<file path="config.mk">
export PLATFORM = sky130hd
export DESIGN_NAME = bit_serial_add_ctrl_flat
export DESIGN_NICKNAME = d
export VERILOG_FILES = /design/src/rtl/bit_serial_add_ctrl_if.sv /design/src/rtl/bit_serial_add_ctrl.sv /design/src/flat_wrapper.sv
export SDC_FILE = /design/constraint.sdc
export NUM_CORES = 1
export LEC_CHECK = 0
export BUFFER_PORTS_ARGS = -buffer_cell sky130_fd_sc_hd__buf_2
export CORE_UTILIZATION = 49
export DETAILED_ROUTE_END_ITERATION = 12
export PLACE_DENSITY_LB_ADDON = 0.1
export SYNTH_ARGS = -nofsm -noshare
export SYNTH_HDL_FRONTEND = slang
export SYNTH_SLANG_ARGS = --single-unit
</file>
<file path="constraint.sdc">
create_clock -name clk -period 1.3 [get_ports clk]
set_input_delay 0.195 -clock clk [delete_from_list [all_inputs] [get_ports clk]]
set_output_delay 0.195 -clock clk [all_outputs]
set_load 0.02 [all_outputs]
</file>
<file path="src/rtl/bit_serial_add_ctrl_if.sv">
// Handshake and data bundle for the bit-serial adder sequencer.
// The master issues start/operands; the slave (the sequencer) returns
// busy/done and the held result.
interface bit_serial_add_ctrl_if #(
  parameter int WIDTH = 16
);
  logic             start;
  logic [WIDTH-1:0] a;
  logic [WIDTH-1:0] b;
  logic             cin;
  logic             busy;
  logic             done;
  logic [WIDTH-1:0] sum;
  logic             cout;

  modport master (
    output start, a, b, cin,
    input  busy, done, sum, cout
  );

  modport slave (
    input  start, a, b, cin,
    output busy, done, sum, cout
  );
endinterface

</file>
<file path="src/rtl/bit_serial_add_ctrl.sv">
// Bit-serial adder sequencer: one full-adder cell is time-shared to add
// two WIDTH-bit operands LSB first, one bit per clock. The result is
// published on sum/cout only when the final bit is computed and held
// until the next completion.
// Optional macro APPROX_LSB_EN: the low APPROX_BITS positions use a
// carry-free OR approximation and the carry chain restarts at zero
// above them.
module bit_serial_add_ctrl #(
  parameter int WIDTH       = 16,
  parameter int APPROX_BITS = 4
) (
  input  logic                  clk,
  input  logic                  rst,
  bit_serial_add_ctrl_if.slave  bus
);
  localparam int CNT_W = (WIDTH > 1) ? $clog2(WIDTH) : 1;

  generate
    if (WIDTH < 2) begin : g_bad_width
      $error("WIDTH must be at least 2");
    end
    if (APPROX_BITS < 0 || APPROX_BITS > WIDTH) begin : g_bad_approx
      $error("APPROX_BITS must lie in 0..WIDTH");
    end
  endgenerate

  typedef enum logic [1:0] {
    IDLE = 2'd0,
    RUN  = 2'd1,
    DONE = 2'd2
  } state_t;

  state_t             state;
  state_t             state_nxt;
  logic [WIDTH-1:0]   a_sh;
  logic [WIDTH-1:0]   b_sh;
  logic [WIDTH-1:0]   psum;
  logic               carry;
  logic [CNT_W-1:0]   cnt;
  logic [WIDTH-1:0]   sum_q;
  logic               cout_q;

  logic               accept;
  logic               last_bit;
  logic               bit_s;
  logic               bit_c;
  logic [WIDTH-1:0]   psum_nxt;

  // Single full-adder cell: returns {carry, sum}.
  function automatic logic [1:0] fa(input logic x, input logic y, input logic c);
    return {(x & y) | (c & (x ^ y)), x ^ y ^ c};
  endfunction

  assign accept   = bus.start && (state == IDLE || state == DONE);
  assign last_bit = (state == RUN) && (cnt == CNT_W'(WIDTH - 1));

`ifdef APPROX_LSB_EN
  logic approx_pos;
  assign approx_pos = ({1'b0, cnt} < (CNT_W + 1)'(APPROX_BITS));

  // Low positions: OR approximation with the carry killed; others exact.
  always_comb begin
    bit_s = 1'b0;
    bit_c = 1'b0;
    if (approx_pos) begin
      bit_s = a_sh[0] | b_sh[0];
      bit_c = 1'b0;
    end else begin
      {bit_c, bit_s} = fa(a_sh[0], b_sh[0], carry);
    end
  end
`else
  // Every position uses the exact full adder.
  always_comb begin
    bit_s = 1'b0;
    bit_c = 1'b0;
    {bit_c, bit_s} = fa(a_sh[0], b_sh[0], carry);
  end
`endif

  assign psum_nxt = {bit_s, psum[WIDTH-1:1]};

  // State register.
  always_ff @(posedge clk) begin
    if (rst) state <= IDLE;
    else     state <= state_nxt;
  end

  // Next-state logic: RUN lasts until the last bit, DONE is one cycle
  // unless a new start is taken directly.
  always_comb begin
    state_nxt = state;
    case (state)
      IDLE:    if (accept) state_nxt = RUN;
      RUN:     if (last_bit) state_nxt = DONE;
      DONE:    state_nxt = accept ? RUN : IDLE;
      default: state_nxt = IDLE;
    endcase
  end

  // Operand shifters, carry flop, counter and partial sum; result is
  // latched only on the final bit so intermediate bits never show.
  always_ff @(posedge clk) begin
    if (rst) begin
      a_sh   <= '0;
      b_sh   <= '0;
      psum   <= '0;
      carry  <= 1'b0;
      cnt    <= '0;
      sum_q  <= '0;
      cout_q <= 1'b0;
    end else if (accept) begin
      a_sh  <= bus.a;
      b_sh  <= bus.b;
      carry <= bus.cin;
      psum  <= '0;
      cnt   <= '0;
    end else if (state == RUN) begin
      a_sh  <= a_sh >> 1;
      b_sh  <= b_sh >> 1;
      carry <= bit_c;
      psum  <= psum_nxt;
      cnt   <= cnt + 1'b1;
      if (last_bit) begin
        sum_q  <= psum_nxt;
        cout_q <= bit_c;
      end
    end
  end

  assign bus.busy = (state == RUN);
  assign bus.done = (state == DONE);
  assign bus.sum  = sum_q;
  assign bus.cout = cout_q;
endmodule

</file>
<file path="src/flat_wrapper.sv">
// flat-port wrapper written by rule: the top's interface ports become plain ports
module bit_serial_add_ctrl_flat 
#(
  parameter int WIDTH       = 16,
  parameter int APPROX_BITS = 4
)
  (clk, rst, bus_start, bus_a, bus_b, bus_cin, bus_busy, bus_done, bus_sum, bus_cout);
  bit_serial_add_ctrl_if #(.WIDTH(WIDTH)) bus_i ();
  input  logic clk;
  input  logic rst;
  input wire logic [$bits(bus_i.start)-1:0] bus_start;
  input wire logic [$bits(bus_i.a)-1:0] bus_a;
  input wire logic [$bits(bus_i.b)-1:0] bus_b;
  input wire logic [$bits(bus_i.cin)-1:0] bus_cin;
  output wire logic [$bits(bus_i.busy)-1:0] bus_busy;
  output wire logic [$bits(bus_i.done)-1:0] bus_done;
  output wire logic [$bits(bus_i.sum)-1:0] bus_sum;
  output wire logic [$bits(bus_i.cout)-1:0] bus_cout;
  assign bus_i.start = bus_start;
  assign bus_i.a = bus_a;
  assign bus_i.b = bus_b;
  assign bus_i.cin = bus_cin;
  assign bus_busy = bus_i.busy;
  assign bus_done = bus_i.done;
  assign bus_sum = bus_i.sum;
  assign bus_cout = bus_i.cout;
  bit_serial_add_ctrl #(.WIDTH(WIDTH), .APPROX_BITS(APPROX_BITS)) u_core (.clk(clk), .rst(rst), .bus(bus_i));
endmodule
</file>
==> impl.org, run 1 <==
** Status
- The flow ran to the end, but the final reports show violations.
- The checks that failed: setup timing.

** Floorplan
- Row generation in the floorplan step produced 27 rows.
- # IOs :: 55
- In this run the horizontal extent of the chip is 78.0 microns.
- The initial utilization of the core area, before any placement, comes to 51.1%.
- In this run the vertical extent of the chip is 78.0 microns.
- Die Area :: 6090 sq um
- The floorplan step defined a core boundary enclosing 5540 sq um.

** Yosys
- By count the netlist is led by dfxtp_1 (71), nand2_1 (58), a21oi_1 (38).
- After synthesis, the largest area contributor takes up 50.2% of total cell area.
- The largest total area in the synthesized netlist belongs to dfxtp_1.
- Synthesis produced a netlist with a net count of 387.
- Counting flops and latches in the post-synthesis netlist gives 71.
- Among all flip-flop cells after synthesis, the most frequent one is dfxtp_1.
- Synthesis handed over a netlist of 349 instances.
- Synthesis instantiated 28 different standard cells from the library.
- For this run, asynchronously set or reset flops after synthesis account for 0%.
- Count of synthesis-stage warnings from yosys :: 0
- By area the synthesized netlist is led by dfxtp_1 (50%), nand2_1 (7.7%), a21oi_1 (6.7%).
- Portion of the post-synthesis area used by sequential elements :: 50.2%
- Synthesized area divided by synthesized cell count :: 8.11 sq um
- Yosys mapped a number of flops with a built-in enable equal to 0.
- The mapped netlist covers 2830 sq um.
- Cell with the most instances after synthesis :: dfxtp_1

** STA
- RSZ-0062 raised after global routing :: yes
- Setup clock skew after layout :: 0.00556 ns
- Worst setup margin :: -0.106 ns
- Measured against its own limit, the worst slew margin works out to 71.4%.
- Count of endpoints failing hold in the final timing report :: 0
- Final setup vio count :: 6
- The worst path in the final design needs a cycle of 1.41 ns, including I/O delays and setup.
- Based on the critical path, the design can be clocked at up to 711 MHz.
- At the pin with the least slew margin, the transition time is 0.429 ns.
- The final max-slew violation count was 0.
- Final period util :: 108%

** GRT
- The first global-routing pass estimated 11100 microns of wire.
- Gr ovfl total :: 0
- The via count of the first global-routing pass was 2440.
- After global routing, the most crowded layer is met2.
- The initial antenna violation count was 0.
- Global routing used 3.72% of the available met3 tracks.
- In the global route stage, met2 resource usage came out at 41.5%.
- GR Layer Usage met1 :: 27.2%
- Entering global routing, the biggest net connects 40 pins.
- Global routing used 23.1% of the available tracks.

** Power
- The share of total power dissipated in combinational logic is 14.3%.
- The share of total power dissipated in sequential elements is 50.4%.
- Internal power comes to 3.49 mW.
- Power per unit of standard cell area :: 1250 nW/um^2
- Maximum vdd ir drop :: 735 uV
- The analysis attributes to net switching a power of 1.15 mW.
- The clock network accounts for 35.2% of the total power.
- Of the total power, the share spent switching nets is 24.8%.
- P_leak :: 1.43 nW
- Overall power consumption after layout is estimated at 4.64 mW.

** Cells and area
- Synthesis-to-finish area growth :: 31.5%
- In the final design database the tool counted 453 nets.
- Of the cells placed in the final design, the portion with a size suffix greater than 1 is 28.0%.
- After routing the design area is 3720 sq um.
- The number of antenna diodes in the final layout is 0.

** Job
- Max-cap violations in this run came to 0.

** Routing
- Dividing the detail-routed via count by the number of cells gives 5.37.
- ANT nets after route :: 0
- After detailed routing, the average wire length per cell comes to 13.6 microns.
- Total DRC errors in the routed layout :: 0
- After the first detailed-routing iteration, the DRC count stood at 118.
- Via total after detailed routing :: 2633
- The first detailed-routing pass ran for 4 iterations.
- Routed Wire Length :: 6660 microns

** Setup path
- Of all nets on the critical path, the largest fanout is 2.
- Critical Path Sink Type :: register
- Launching element type of the critical path :: register
- Cell count of the worst reg-to-reg path :: 4
- The critical path is of the register to register type.
- STA puts the critical path data arrival time at 1.66 ns.
- Req. time, crit path :: 1.56 ns

** Clock network
- In this run, post-CTS hold repair placed 0 buffers.
- Counting the buffers created by CTS gives 9.
- Clock root buffer :: clkbuf_8
- Clk Latency, worst-skew pair :: 0.33 ns
- CTS tree :: done
- Count of H-tree levels built during CTS :: 3
- Clock-pin slew reported for the worst setup and hold paths after clock tree synthesis :: 0.07 ns
- Maximum clock insertion buffer count :: 2
- For this design, the sink count on the clock tree is 71.

** Place
- OpenSTA, run right after detailed placement, puts the worst setup slack at -0.140 ns.
- The wire-length estimate of the detail-placed layout is 3740 microns.
- Cell Area, Placed :: 3270 sq um
- Routability-driven placement finished with a final weighted congestion of 0.747.
- In this run the tool buffered the top-level ports with 54 buffer cells.

** Min path
- In this run the worst hold path is classified as input port to register.
- The worst hold path was traced through 3 stages.
## worst max-delay path, cell delays in order, from the launching register on
cell and delay, ns:
dfxtp_2 0.33, fa_1 0.56, inv_1 0.04, or3_1 0.29, a21oi_1 0.11
## cell usage in the layout (no fill, tap or decap), drive strengths merged, types with 2 or more instances in the layout
master / n
a22oi: 3
nand3: 5
or3: 18
dfxtp: 71
a31oi: 13
a21oi: 38
nor3: 33
o22ai: 15
nand2b: 2
clkbuf: 15
bufbuf: 2
o21ai: 31
nor2: 3
inv: 18
and2b: 2
mux2i: 2
buf: 82
nand2: 59
## power by group through the flow
| stage | registers (mW) | clock network (mW) | logic, mW |
|---|---|---|---|
| 2_1_floorplan | 2.37 | 0 | 0.353 |
| 3_3_place_gp | 2.38 | 0 | 0.523 |
| 3_5_place_dp | 2.38 | 0 | 0.531 |
| 4_1_cts | 2.34 | 1.66 | 0.650 |
| 5_1_grt | 2.35 | 1.77 | 0.729 |
| 6_report | 2.34 | 1.64 | 0.666 |
## routing by layer
layer	up-vias	wire [microns]
met3	5	215
met4	0	55
met1	1234	2980
li1	1332	-
met2	62	3410
met5	-	0
## per-stage QoR
step | instances | util [%] | setup TNS [ns] | hold WS [ns]
5_1_grt | 490 | 67.2 | -1.13 | 0.155
6_report | 490 | 67.2 | -0.186 | 0.152
3_3_place_gp | 466 | 59.1 | -0.123 | 0.448
2_1_floorplan | 349 | - | -0.0997 | 0.379
4_1_cts | 489 | 66.3 | -0.175 | 0.143
3_5_place_dp | 466 | 59.1 | -0.447 | 0.456
## final timing paths
| check | from | to | slack (ns) |
|---|---|---|---|
| max | u_core.carry | u_core.bus.sum[15] | -0.11 |
| min | bus_a[9] | u_core.a_sh[9] | 0.15 |
| max reg2reg | u_core.carry | u_core.bus.sum[15] | -0.11 |
| min reg2reg | u_core.b_sh[3] | u_core.b_sh[2] | 0.47 |
## kinds of logic after synthesis
| family | Yosys count | share of synthesized area [%] |
|---|---|---|
| buffers and inverters | 49 | 7.64 |
| flip-flops | 71 | 50.2 |
| multiplexers | 2 | 0.707 |
| adder cells (fa/ha/maj) | 2 | 1.15 |
| AND/OR/NAND/NOR | 123 | 20.5 |
| AO/OA/AOI/OAI | 100 | 19.2 |
| XOR/XNOR | 2 | 0.619 |
## state kept, by name, indices dropped and copies added, names as in the netlist
signal / flops
u_core.a_sh: 16
u_core.b_sh: 16
u_core.bus.sum: 16
u_core.psum: 15
u_core.cnt: 4
u_core.state: 2
u_core.bus.cout: 1
u_core.carry: 1
## cell type report
cell class	instances	area, sq um
Clock buffer	14	183
Fill cell	465	1820
Inverter	19	76.3
Multi-Input combinational cell	229	1260
Sequential cell	71	1430
Tap cell	72	90.1
Timing Repair Buffer	85	684
## what timing repair did
item | CTS | global route
buffers inserted | 5 | 3
gates cloned | 4 | 1
resized for setup | 18 | 15
pin swaps | 6 | 4
setup endpoints to repair | 22 | 44
(Power assumes the default switching activity.)
==> run 2, diff against run 1 <==
Settings changed: ABC_AREA set to 1, CORE_UTILIZATION 49 to 50, PLACE_DENSITY_LB_ADDON 0.1 to 0.3.
==> run 2 against run 1 <==
Against the previous run:
- the flow still finishes with violations (setup timing)
- first-iteration DRC count stayed put
- worst setup slack better by 0.089 ns
- combinational power is 3% higher
- routed wire length is 6.8% higher
- global-route usage is 1.2 points lower
- clock power is 23% higher
- area after synthesis is 14% higher
- worst hold slack worse by 0.038 ns
- die area is 11% higher
- sequential share of layout area is 2.5 points lower
- non-clock buffer count stayed put
- critical endpoint is now u_core.b_sh[1]
==> impl.org, run 2 <==
** STA
- Setup clock skew after layout :: 0.00755 ns
- Max Fclk :: 759 MHz
- Final critical-path required period :: 1.32 ns
- The final number of hold-violating endpoints was 0.
- The final max-slew violation count is 0.
- Setup total negative slack on the finished layout was measured at -0.0320 ns.
- Dividing the final minimum period by the clock period gives 101%.
- Setup slack on the critical path of the routed design comes to -0.0175 ns.
- In this run the tightest slew margin relative to its limit is 86.8%.
- Setup violations remaining at the end of the flow were counted as 2.
- At the pin with the least slew margin, the transition time is 0.197 ns.
- Setup repair after global routing could not meet its margin everywhere.

** Routing
- Via total after detailed routing :: 2991
- For this block, the initial DRC count from the detailed router was 118.
- The detail route stage leaves a number of antenna-violating nets equal to 0.
- First-pass detailed-route iteration total :: 4
- In the routed layout, each cell is associated on average with a via count of 4.97.
- In the final routed layout, each cell accounts on average for 11.8 microns.
- After detailed routing, the number of remaining DRC violations is 0.
- Routed Wire Length :: 7120 microns

** Power
- Sw Ratio :: 27.2%
- P_leak :: 1.97 nW
- The internal power of the cells totals 3.67 mW.
- Power spread over the standard cell area amounts to 1270 nW/um^2.
- VDD sags by at most 1200 uV.
- P_sw :: 1.37 mW
- Combinational power share :: 13.6%
- Share of total power in sequential cells :: 46.5%
- Relative contribution of the clock network to total power :: 39.9%
- The completed layout was analyzed and its total power is 5.03 mW.

** Yosys
- Portion of synthesized cell area occupied by the leading cell type :: 44.2%
- Count of flip-flops with a built-in enable after synthesis :: 0
- A synthesized cell averages 7.15 sq um.
- Of all flip-flops after synthesis, the portion carrying an async set or reset was 0%.
- Cell with the most instances after synthesis :: nand2_1
- Counting instances in the post-synthesis netlist gives the leading cell types as nand2_1 (134), dfxtp_1 (71), inv_1 (53).
- Summed instance area of the synthesized netlist :: 3220 sq um
- The number of nets in the synthesized netlist is 488.
- In the post-synthesis netlist, the biggest area contributors are dfxtp_1 (44%), nand2_1 (16%), nand3_1 (7.2%).
- Synthesis inferred 71 register bits.
- Top flip-flop cell by instance count after synthesis :: dfxtp_1
- Sequential elements use 44.2% of the synthesized area.
- Counting every instance in the synthesized netlist gives 450.
- Post-synthesis cell type with the largest combined area :: dfxtp_1
- Count of unique library cells instantiated by Yosys :: 23
- The Yosys step of the flow raised 0 warnings.

** Place
- Final HPWL from detailed placement :: 4590 microns
- Port buffering added 54 buffers.
- Before CTS, the worst setup slack after placement is 0.00949 ns.
- The congestion estimate from routability-driven global placement came to 0.778.

** Clock network
- Clk Latency, worst-skew pair :: 0.34 ns
- Maximum clock insertion buffer count :: 2
- Count of H-tree levels built during CTS :: 3
- The root buffer cell chosen for the clock tree is clkbuf_8.
- Cts bufs inserted :: 9
- After clock tree synthesis, the clock-pin slew on the worst setup and hold paths is 0.08 ns.
- CTS Hold Buffers Added :: 0
- The clock drives 71 sinks.
- TritonCTS built the clock tree.

** Cells and area
- Nets@finish :: 560
- Number of fill cells in the layout :: 520
- The number of antenna diodes in the final layout is 0.
- In the final layout, the share of cells above drive strength 1 is 27.7%.
- Leaving out fill and tap cells, the most frequent cells in the layout are nand2_1 (131), dfxtp_1 (68), inv_1 (52), buf_2 (52), nand3_1 (45).
- Leading cell type in the layout, fill and taps excluded :: nand2_1
- Synthesis-to-finish area growth :: 23.4%
- Cells fill 65.5% of the core in the end.

** Floorplan
- Area of the core :: 6060 sq um
- Initial Util :: 53.1%
- # IOs :: 55
- Die Area :: 6760 sq um
- After floorplanning, the core was divided into 28 placement rows.
- Die height :: 82.2 microns
- Die Span X :: 82.2 microns

** Min path
- Worst hold path class :: input port to register

** GRT
- Global routing used 21.9% of the available tracks.
- Antenna violations before repair :: 0
- Maximum number of pins on one net before global-route repair :: 19
- Global routing finished with a remaining overflow of 0.
- The first global-routing pass estimated 11400 microns of wire.
- Via count of the first global-routing pass :: 2714

** Setup path
- The worst setup path is of the register to register kind.
- Cell repeated most along the worst path :: buf_6
- Critical Path Sink Type :: register
- Cells along the critical path :: buf_6 -> buf_6 -> nor2_4 -> buf_6 -> buf_6 -> nand2_1 -> nand2_1 -> a21oi_2
- Critical-path top delay cell :: dfxtp_4
- At the worst endpoint, the required time is 1.54 ns.
- Critical path's largest stage delay :: 0.37 ns
- At the worst endpoint, the arrival time is 1.55 ns.
- STA classifies the critical path startpoint as a register.
- In this run the worst path has a maximum fanout of 7.

** Status
- Status :: finished with violations
- Violated checks :: setup timing

** Job
- The tool flagged a number of max-cap violations equal to 0.
run 2: per-stage QoR:
step                cell area, sq um  cells  hold slack, ns
floorplan                       3220    450           0.330
global placement                3590    579           0.453
detailed placement              3590    579           0.453
CTS                             3880    599           0.110
global route                    3970    602           0.136
finish                          3970    602           0.113
run 2: worst max-delay path, delay by kind of cell, from the launching register on:
family / cells / cell delay (ns)
compound gates: 1 / 0.05
flops: 1 / 0.37
simple gates: 3 / 0.30
buf+inv: 4 / 0.50
run 2: cells by family after synthesis:
kind of cell    synth area share, %
fa+ha+maj                      1.01
buf+inv                        12.8
simple gates                   32.2
compound gates                 9.76
flops                          44.2
run 2: path summary, 6_finish.rpt:
path	startpoint	endpoint	slack [ns]	cells past startpoint
max	u_core.state[0]	u_core.b_sh[1]	-0.02	8
min	bus_a[15]	u_core.a_sh[15]	0.11	3
max reg2reg	u_core.state[0]	u_core.b_sh[1]	-0.02	8
min reg2reg	u_core.psum[13]	u_core.bus.sum[12]	0.46	2
run 2: layout make-up:
type                            instances  area (sq um)  share of cell area, %
Clock buffer                            9           124                   3.12
Clock inverter                          7           103                   2.58
Inverter                               60           243                   6.11
Multi-Input combinational cell        294          1430                   36.0
Sequential cell                        71          1430                   36.0
Tap cell                               75          93.8                   2.36
Timing Repair Buffer                   85           546                   13.7
Timing Repair inverter                  1          5.00                  0.126
run 2: power groups by stage:
| stage | Sequential [mW] | Clock (mW) | Combinational (mW) |
|---|---|---|---|
| detailed placement | 2.39 | 0 | 0.615 |
| finish | 2.34 | 2.01 | 0.686 |
| floorplan | 2.37 | 0 | 0.471 |
| CTS | 2.34 | 2.03 | 0.653 |
| global route | 2.35 | 2.11 | 0.776 |
| global placement | 2.39 | 0 | 0.600 |
run 2: per-layer routing:
metal,part of all wire (%),GRT usage (%),up-vias
li1,-,-,1535
met1,45,25.9,1361
met2,49,39.3,83
met3,4.4,3.63,12
met4,1.5,8.60,0
met5,0,0,-
run 2: repair_timing:
action / 4_1_cts / 5_1_grt
buffers inserted: 4 / 3
cloned: 0 / 1
endpoints found under the setup margin: 2 / 58
pin swaps: 2 / 6
gates resized for setup: 14 / 32
==> run 3, diff against run 2 <==
Clock period 1.3 ns to 1.5 ns, I/O delays scaled along.
==> run 3 against run 2 <==
Against the previous run:
- the run now ends clean
- sequential power decreased by 13%
- non-clock buffer count decreased by 18
- global-route usage decreased by 1.4 points
- first-iteration DRC count increased by 14%
- sequential share of layout area increased by 2.3 points
- critical path type is now register to output port
- critical endpoint is now bus_busy
- largest cell class is now sequential cells
- highest routed layer unchanged
==> impl.org, run 3 (synthesis gave the netlist of run 2 again) <==
** Place
- Placed cell count :: 567
- Final HPWL from detailed placement :: 4370 microns
- After detailed placement, the total cell area comes to 3520 sq um.
- Input and output buffers added on the ports amount to 54.
- At the end of routability-driven placement, the weighted congestion stood at 0.774.

** STA
- Max Fclk :: 715 MHz
- In the final timing run, aggregate negative setup slack is 0 ns.
- The smallest clock period supported by the final layout is computed as 1.40 ns.
- Setup violations remaining at the end of the flow were counted as 0.
- The final max-slew violation count is 0.
- The final number of hold-violating endpoints came to 0.
- After layout, the worst path uses 93.3% of the clock period.
- In this run the tightest slew margin relative to its limit is 82.4%.
- Pin slew with the least headroom to its limit :: 0.264 ns
- Setup clock skew after layout :: 0.0113 ns
- Setup repair after global routing left no endpoint under its margin.

** Clock network
- TritonCTS created 9 clock buffers.
- Clock root buffer :: clkbuf_8
- CTS Hold Buffers Added :: 0
- For this design, the sink count on the clock tree is 71.
- CTS tree :: done
- Clock-pin slew reported for the worst setup and hold paths after clock tree synthesis :: 0.08 ns
- Maximum clock insertion buffer count :: 2
- In this run the number of H-tree levels came out at 3.
- Number of post-CTS setup repair buffers :: 0
- Clk Latency, worst-skew pair :: 0.35 ns

** Setup path
- Setup slack on the worst reg-to-reg path comes out at 0.15 ns.
- Req. time, crit path :: 1.27 ns
- The worst setup path is launched from a register.
- Critical-path top delay cell :: dfxtp_2
- In this run the worst path has a maximum fanout of 14.
- Arrival time reported for the critical path endpoint :: 1.17 ns
- Walking the worst path, the cells encountered are nand2_4 -> inv_4 -> buf_2.
- Critical Path Sink Type :: output port
- Combined buffer and inverter count along the critical path :: 2
- On the worst path, the slowest cell contributes a delay of 0.40 ns.
- Category of cells accounting for the largest share of critical-path delay :: flip-flops
- Crit Path Category :: register to output port

** Routing
- For this block, the via count after detailed routing is 2835.
- Dividing the detail-routed via count by the number of cells gives 4.86.
- After detailed routing, the number of remaining DRC violations is 0.
- Before antenna repair, the detailed router went through 4 iterations.
- In this run, the number of DRC markers left after iteration 0 of detailed routing was 134.
- Post-DR wirelength/cell :: 10.8 microns
- Wires add up to 6310 microns.
- ANT nets after route :: 0

** Power
- Post-route total power :: 3.95 mW
- The worst-case IR drop observed on VDD is 793 uV.
- The analysis attributes to cell leakage a power of 1.85 nW.
- Power per unit of standard cell area :: 1060 nW/um^2

** Status
- Status :: finished, final reports clean

** GRT
- The via count of the first global-routing pass came to 2524.
- Gr ovfl total :: 0
- Maximum number of pins on one net before global-route repair :: 28
- Overall Global Routing Usage :: 20.5%
- The initial antenna violation count was 0.
- The first global-routing pass estimated 10700 microns of wire.

** Floorplan
- Once the floorplan was initialized, standard cells occupied 53.1% of the core.
- The total area inside the core boundary comes to 6060 sq um.
- Die Span X :: 82.2 microns
- Cell Rows :: 28
- Die height :: 82.2 microns
- # IOs :: 55
- The floorplan step defined a die boundary enclosing 6760 sq um.

** Cells and area
- After the last flow step, the layout net total stands at 541.
- Leading cell type in the layout, fill and taps excluded :: nand2_1
- Non-filler cells in the finished layout :: 583
- Leading cell types in the layout, fill and taps excluded :: nand2_1 (134), dfxtp_1 (70), buf_2 (54)
- The post-route netlist has 22.8% of its cells at a drive strength greater than 1.
- Synthesis-to-finish area growth :: 15.4%
- Final instance area :: 3710 sq um
- 0 antenna diodes ended up in the layout.
- Number of fill cells in the layout :: 560

** Min path
- The tightest min-delay check is of the input port to register type.

** Job
- Number of max-capacitance violations reported :: 0
run 3: changes by cell type in the layout (fill, tap and decap cells not counted), moves of 3 or more:
cell,change
buf_4,-12
buf_6,-10
nand2_1,+3
o21ai_0,+8
o21ai_1,-7
run 3: repair_timing:
action	in CTS	in global routing
setup endpoints to repair	1	13
resized for setup	1	5
pin swaps	0	0
hold endpoints to repair	0	0
run 3: layout make-up:
type | count | area (sq um) | area share, %
flip-flops and latches | 71 | 1420 | 38.3
multi-input cells | 294 | 1390 | 37.4
repair buffers | 67 | 393 | 10.6
clock buffers | 9 | 124 | 3.34
clock inverters | 7 | 56.3 | 1.52
inverters | 60 | 235 | 6.33
well taps | 75 | 93.8 | 2.53
run 3: through the flow:
step	worst slack [ns]	utilization, %	hold slack, ns
2_1_floorplan	0.291	-	0.360
3_3_place_gp	0.139	58.1	0.453
3_5_place_dp	0.140	58.1	0.454
4_1_cts	0.0331	61.1	0.115
5_1_grt	0.0134	61.3	0.132
6_report	0.101	61.3	0.119
run 3: routing by layer:
metal  up-vias  global-route usage [%]  wire length [microns]
met5         -                       0                      0
met4         0                    7.89                     96
met2        65                    35.5                   2980
met1      1266                    25.0                   2930
li1       1496                       -                      -
met3         8                    3.96                    307
run 3: report_power, final:
| group | total, mW | internal, mW | switching, mW | leakage, nW |
|---|---|---|---|---|
| combinational | 0.517 | 0.203 | 0.315 | 1.18 |
| clock | 1.40 | 0.620 | 0.780 | 0.0906 |
| sequential | 2.03 | 1.98 | 0.0558 | 0.580 |
run 3: worst paths after layout:
path | from | depth (start not counted) | end
worst max-delay path | u_core.state[0] | 3 | bus_busy
worst min-delay path | bus_b[15] | 3 | u_core.b_sh[15]
worst max register to register | u_core.cnt[0] | 7 | u_core.bus.sum[13]
worst min register to register | u_core.psum[11] | 2 | u_core.bus.sum[10]
run 3: tightest hold or removal path, stage by stage:
cell and delay (ns):
buf_2 0.08, nor2_1 0.04, nor2_1 0.09
